===== src/rtl/euler_runner.sv =====
// Run controller for an attached solver: pulses the solver reset, enables it,
// waits for a rising completion flag or a timeout, and records the verdict.
module euler_runner #(
  parameter int          WIDTH          = 32,
  parameter int          RESET_CYCLES   = 2,
  parameter logic [31:0] TIMEOUT_CYCLES = 32'd50000
) (
  input  logic             clk,
  input  logic             reset,
  input  logic             start,
  input  logic [WIDTH-1:0] max_value,
  input  logic [WIDTH-1:0] expected,
  output logic             solver_reset,
  output logic             solver_enable,
  output logic [WIDTH-1:0] solver_max_value,
  input  logic             solver_results_valid,
  input  logic [WIDTH-1:0] solver_results,
  output logic             busy,
  output logic             done,
  output logic             pass,
  output logic             fail,
  output logic             timed_out,
  output logic [WIDTH-1:0] result,
  output logic [31:0]      cycles
);

  typedef enum logic [1:0] {
    IDLE = 2'd0,
    RST  = 2'd1,
    RUN  = 2'd2,
    DONE = 2'd3
  } state_t;

  localparam logic [7:0]  RST_LOAD  = 8'(RESET_CYCLES - 1);
  localparam logic [31:0] LAST_RUN  = TIMEOUT_CYCLES - 32'd1;
  localparam logic [31:0] CYCLE_MAX = 32'hFFFF_FFFF;

  state_t           state_q, state_d;
  logic [7:0]       rst_cnt_q, rst_cnt_d;
  logic [WIDTH-1:0] max_q, max_d;
  logic [WIDTH-1:0] exp_q, exp_d;
  logic [WIDTH-1:0] result_q, result_d;
  logic [31:0]      cycles_q, cycles_d;
  logic             pass_q, pass_d;
  logic             fail_q, fail_d;
  logic             timed_out_q, timed_out_d;
  logic             valid_q, valid_d;
  logic             valid_rise;

  assign valid_rise = solver_results_valid && !valid_q;

  always_comb begin
    state_d     = state_q;
    rst_cnt_d   = rst_cnt_q;
    max_d       = max_q;
    exp_d       = exp_q;
    result_d    = result_q;
    cycles_d    = cycles_q;
    pass_d      = pass_q;
    fail_d      = fail_q;
    timed_out_d = timed_out_q;
    case (state_q)
      IDLE, DONE: begin
        if (start) begin
          state_d     = RST;
          rst_cnt_d   = RST_LOAD;
          max_d       = max_value;
          exp_d       = expected;
          result_d    = '0;
          cycles_d    = '0;
          pass_d      = 1'b0;
          fail_d      = 1'b0;
          timed_out_d = 1'b0;
        end
      end
      RST: begin
        if (rst_cnt_q == 8'd0) begin
          state_d = RUN;
        end else begin
          rst_cnt_d = rst_cnt_q - 8'd1;
        end
      end
      RUN: begin
        cycles_d = (cycles_q == CYCLE_MAX) ? cycles_q : cycles_q + 32'd1;
        // A completion edge wins over a timeout landing in the same cycle.
        if (valid_rise) begin
          state_d  = DONE;
          result_d = solver_results;
          pass_d   = (solver_results == exp_q);
          fail_d   = (solver_results != exp_q);
        end else if (cycles_q == LAST_RUN) begin
          state_d     = DONE;
          timed_out_d = 1'b1;
          fail_d      = 1'b1;
        end
      end
      default: state_d = IDLE;
    endcase
  end

  // Keyed on the next state so valid_q reads 0 throughout RST yet picks up a
  // level still high at the RST->RUN transition, so a stuck flag is no edge.
  assign valid_d = (state_d == RST) ? 1'b0 : solver_results_valid;

  always_ff @(posedge clk) begin
    if (reset) begin
      state_q     <= IDLE;
      rst_cnt_q   <= '0;
      max_q       <= '0;
      exp_q       <= '0;
      result_q    <= '0;
      cycles_q    <= '0;
      pass_q      <= 1'b0;
      fail_q      <= 1'b0;
      timed_out_q <= 1'b0;
      valid_q     <= 1'b0;
    end else begin
      state_q     <= state_d;
      rst_cnt_q   <= rst_cnt_d;
      max_q       <= max_d;
      exp_q       <= exp_d;
      result_q    <= result_d;
      cycles_q    <= cycles_d;
      pass_q      <= pass_d;
      fail_q      <= fail_d;
      timed_out_q <= timed_out_d;
      valid_q     <= valid_d;
    end
  end

  // Reset gates the state decodes so the abort is visible in the reset cycle.
  assign solver_reset     = reset || (state_q == RST);
  assign solver_enable    = !reset && (state_q == RUN);
  assign busy             = !reset && ((state_q == RST) || (state_q == RUN));
  assign done             = !reset && (state_q == DONE);
  assign solver_max_value = max_q;
  assign pass             = pass_q;
  assign fail             = fail_q;
  assign timed_out        = timed_out_q;
  assign result           = result_q;
  assign cycles           = cycles_q;

endmodule


===== config.mk =====
export PLATFORM = sky130hd
export DESIGN_NAME = euler_runner
export DESIGN_NICKNAME = d
export VERILOG_FILES = /design/src/rtl/euler_runner.sv
export SDC_FILE = /design/constraint.sdc
export NUM_CORES = 1
export LEC_CHECK = 0
export CAP_MARGIN = 10
export CORE_UTILIZATION = 42
export CTS_CLUSTER_DIAMETER = 200
export CTS_CLUSTER_SIZE = 24
export DETAILED_ROUTE_END_ITERATION = 8
export MAX_ROUTING_LAYER = met4
export PLACE_DENSITY_LB_ADDON = 0.25
export REMOVE_ABC_BUFFERS = 1
export SLEW_MARGIN = 0
export SYNTH_ARGS = -nofsm -noshare
export SYNTH_HDL_FRONTEND = slang
export SYNTH_SLANG_ARGS = --single-unit

===== constraint.sdc =====
create_clock -name clk -period 2.1 [get_ports clk]
set_input_delay 0.42 -clock clk [delete_from_list [all_inputs] [get_ports clk]]
set_output_delay 0.42 -clock clk [all_outputs]
set_load 0.1 [all_outputs]

==> results of run 1 <==
-- final cells by class --
type / count / area, um2
clock inverter: 10 / 91.3
inverter: 14 / 52.6
multi-input combinational: 543 / 3090
clock buffer: 21 / 460
fill: 1255 / 4970
tap: 180 / 225
sequential: 142 / 2850
timing repair buffer: 251 / 2260
-- placed cells by master (no fill, tap or decap), types with 4 or more instances in the layout --
master                            instances
sky130_fd_sc_hd__nor4_1                  10
sky130_fd_sc_hd__clkdlybuf4s50_1         98
sky130_fd_sc_hd__o211ai_1                 4
sky130_fd_sc_hd__inv_1                   13
sky130_fd_sc_hd__or3_1                   14
sky130_fd_sc_hd__nor2_1                  49
sky130_fd_sc_hd__o31ai_1                 13
sky130_fd_sc_hd__a21oi_1                 93
sky130_fd_sc_hd__nand2_1                150
sky130_fd_sc_hd__and4_1                   7
sky130_fd_sc_hd__a22oi_1                 32
sky130_fd_sc_hd__clkbuf_16               17
sky130_fd_sc_hd__buf_12                  10
sky130_fd_sc_hd__o21ai_0                 18
sky130_fd_sc_hd__and3_1                   7
sky130_fd_sc_hd__dfxtp_1                140
sky130_fd_sc_hd__nand2b_1                 5
sky130_fd_sc_hd__buf_4                  141
sky130_fd_sc_hd__clkinvlp_4               5
sky130_fd_sc_hd__nand3_1                 17
sky130_fd_sc_hd__nor3_1                   5
sky130_fd_sc_hd__or4_1                   15
sky130_fd_sc_hd__nand4_1                 20
sky130_fd_sc_hd__ha_1                     4
sky130_fd_sc_hd__xnor2_1                 38
sky130_fd_sc_hd__nor2b_1                  4
-- cells in the mapped netlist, drive strengths merged (3+ instances only) --
master	number	area [um2]
a21o	3	22.5
a21oi	94	470
a22oi	32	240
and2	4	25.0
and3	7	43.8
and4	8	70.1
buf	13	56.3
clkbuf	31	116
dfxtp	142	2840
ha	6	75.1
inv	14	52.6
mux2i	4	43.8
nand2	151	567
nand2b	5	31.3
nand3	17	85.1
nand4	20	125
nor2	50	188
nor2b	4	25.0
nor3	8	45.0
nor4	12	81.3
o211ai	3	22.5
o21ai	18	90.1
o31ai	13	97.6
or3	14	87.6
or4	15	113
xnor2	38	333
-- routing by layer --
layer	vias to the layer above	track usage	share of wire
li1	3068	-	-
met1	2796	0.287	0.42
met2	207	0.417	0.49
met3	26	0.0702	0.069
met4	0	0.0861	0.015
met5	-	-	0
-- stage by stage --
step,TNS [ns],util
after floorplan,-139.29,-
after global placement,-2.38,0.600
after detailed placement,-2.95,0.600
after CTS,0,0.641
after global routing,-0.0105,0.645
final,0,0.645
-- power by group through the flow --
stage	logic (uW)	clock network (uW)	registers, uW
final	4340	2830	3280
after global routing	4640	2980	3320
after CTS	4360	2880	3280
after detailed placement	4310	0	3330
after global placement	4290	0	3310
after floorplan	1770	0	4390
-- repair_timing --
action                                  4_1_cts  5_1_grt
cloned                                        0        2
hold endpoints to repair                      0        0
pin swaps                                     1        4
buffers inserted                              0        1
endpoints found under the setup margin       17       18
hold buffers                                  0        0
resized for setup                             6        8
-- worst max path at each step --
stage	start	endpoint	slack, ns
floorplan	state_q[0]$_SDFF_PP0_	cycles[28]$_SDFFE_PP0P_	-1.45
global placement	start	cycles[28]$_SDFFE_PP0P_	-0.21
detailed placement	start	cycles[25]$_SDFFE_PP0P_	-0.23
CTS	state_q[0]$_SDFF_PP0_	busy	0.01
global route	state_q[0]$_SDFF_PP0_	cycles[31]$_SDFFE_PP0P_	-0.01
finish	state_q[1]$_SDFF_PP0_	solver_reset	0.05
-- registers in the layout, indices dropped and copies added (netlist names) --
signal,cells
cycles,32
exp_q,32
fail,1
pass,1
result,32
rst_cnt_q,8
solver_max_value,32
state_q,2
timed_out,1
valid_q,1
-- critical path: cells and delay by family, from the launching register on --
family | cells | cell delay [ns]
fa+ha+maj | 1 | 0.18
buf+inv | 3 | 0.35
flops | 1 | 0.35
simple gates | 1 | 0.32
-- logic make-up (layout without fill, tap and decap cells) --
family	count (synthesis)	count (layout)
xor+xnor	39	39
buf+inv	58	296
fa+ha+maj	6	6
compound gates	172	173
simple gates	319	319
mux	6	6
flops	142	142
==> metrics list, run 1 <==
- Of the available clock period, the critical path in the final layout requires 0.978.
* Share of the synthesized area in compound gates (AO/OA/AOI/OAI): 0.168
* Timing-limited maximum frequency: 0.487 GHz
* Register share of total power: 0.314
- Entering global routing, the biggest net connects 79 pins.
* Last weighted congestion value of the routability-driven placer: 0.892
- Worst hold path type: input pin to flip-flop
* Fraction of synthesis flops using an asynchronous set or reset pin: 0
- The first global-routing pass estimated 28100 um of wire.
- The number of global-route vias before repair is 5691.
* Total number of vias: 6097
* Port bufs: 202
* Internal portion of total power: 6200 uW
- The worst hold path terminates at result[1]$_SDFFE_PP0P_.
- Starting DRT DRC Count: 376
- Warnings from Yosys: 0
- Transition time of the tightest slew-check pin: 0.837 ns
- The largest single stage delay on the critical path is 0.35 ns.
* Startpoint of the worst register-to-register path: state_q[0]$_SDFF_PP0_
* Share of total power in combinational logic: 0.415
* Relative max-transition margin: 0.442
- The tree is rooted in a sky130_fd_sc_hd__clkbuf_16.
* Final std cell area, no fill: 9020 um2
- The worst register-to-register path ends at cycles[25]$_SDFFE_PP0P_.
- At the placement stage, the worst setup path has a slack of -0.234 ns.
* Total iterations of the first detailed-routing run: 6
* Required time of the worst setup path: 1.68 ns
- Number of standard cells after synthesis: 742
- The flow ran to the end, and the final reports show no timing, DRC or antenna violations.
* Highest-delay cell along the critical path: sky130_fd_sc_hd__dfxtp_2
- Insertion delay to the later sink of the worst-skew pair: 0.43 ns
- Length in cells of the worst reg-to-reg path: 8
- Initial antenna violation count: 0
* Clock network fraction of total power: 0.271
* Finish-stage setup viols: 0
* Switch Pwr: 4250 uW
* Share of the synthesized netlist area taken by xor and xnor gates: 0.0561
* FP Rows: 43
- Total count of hold-check failures in the final report: 0
- Of the total synthesized cell area, the portion taken by full adders, half adders and majority gates is 0.0123.
- Relative to the synthesized area, the layout overhead comes to 48.1%.
- Die Footprint: 15000 um2
* Crit path time final: 2.05 ns
* Kind of capture point of the worst setup path: output pin
* Top-level port count: 203
* Worst hold stages: 2
* Die Y: 122 um
- The clock arrives with 0.00878 ns of skew.
- Switching part of the total: 0.407
* # clock sinks: 142
- The repair_antennas step left the layout with diodes totalling 0.
- The finished layout holds 1161 standard cells, fillers aside.
- After the last flow step, the layout net total stands at 1075.
* Overall overflow remaining after global route: 0
* Layout cell share with drive strength beyond 1: 0.205
* Largest family of logic cells by synthesized area: simple AND/OR/NAND/NOR gates
* Overall routing resource usage: 0.250
- Of all nets on the critical path, the largest fanout is 6.
- Total CTS buffers: 17
- Count of different cell masters after synthesis: 45
- After synthesis, the mean cell area works out to 8.21 um2.
- CTS built an H-tree with a depth of 4.
* Post-synth top flop: sky130_fd_sc_hd__dfxtp_1
- Cell-by-cell listing of the critical path: buf_4 > inv_1 > ha_4 > or2_2 > buf_12
- Routed length per placed instance: 15.5 um
- Final Slew Violations: 0
- The routed design has 18000 um of wire.
* Hold Slack: 0.344 ns
* Post-route antenna net violation count: 0
- For the worst setup path, the data arrival time is 1.63 ns.
* TritonCTS clock tree: done
- Dividing the detail-routed via count by the number of cells gives 5.25.
- Including well taps, the total number of placed cells is 1127.
- Maxcap violations: 0
- Hpwl dp: 12600 um
- Of the total synthesized cell area, the portion taken by AND, OR, NAND and NOR gates is 0.250.
- After floorplanning, the core was sized to cover 14000 um2.
- In this run the register-to-register setup slack is 0.06 ns.
- The initial utilization of the core area, before any placement, comes to 0.436.
* Critical path start-end classification: flip-flop to output pin
* Share of synthesized area spent on multiplexers: 0.0109
- Clock-pin slew was measured on the worst setup and hold paths at 0.06 ns.
- After detailed placement, the total cell area comes to 8390 um2.
* EDFF count, synth: 0
* Width of the die: 122 um
* Final critical-path setup slack: 0.0472 ns
- In this run the most critical hold path is launched from reset.
- Worst vdd rail ir drop: 0.000829 V
- Counting along the longest clock path gives a buffer depth of 2.
* Type of origin of the critical path: flip-flop
* Sequential area share after synthesis: 0.467
- Total Power: 10400 uW
* DRC errors left: 0
* Leakage power of the design: 0.00348 uW
- Flop and latch count out of synthesis: 142
- Dividing total power by cell area gives a power density of 1160 nW/um2.
* Post-Synthesis Cell Area: 6090 um2
(Power assumes the default switching activity.)
==> run 2: changes to the inputs <==
--- a/config.mk
+++ b/config.mk
@@ -8,7 +8,7 @@
 export CAP_MARGIN = 10
 export CORE_UTILIZATION = 42
 export CTS_CLUSTER_DIAMETER = 200
-export CTS_CLUSTER_SIZE = 24
+export CTS_CLUSTER_SIZE = 28
 export DETAILED_ROUTE_END_ITERATION = 8
 export MAX_ROUTING_LAYER = met4
 export PLACE_DENSITY_LB_ADDON = 0.25
==> results of run 2 <==
The final DEF is identical to that of run 1; final timing and power are the same.
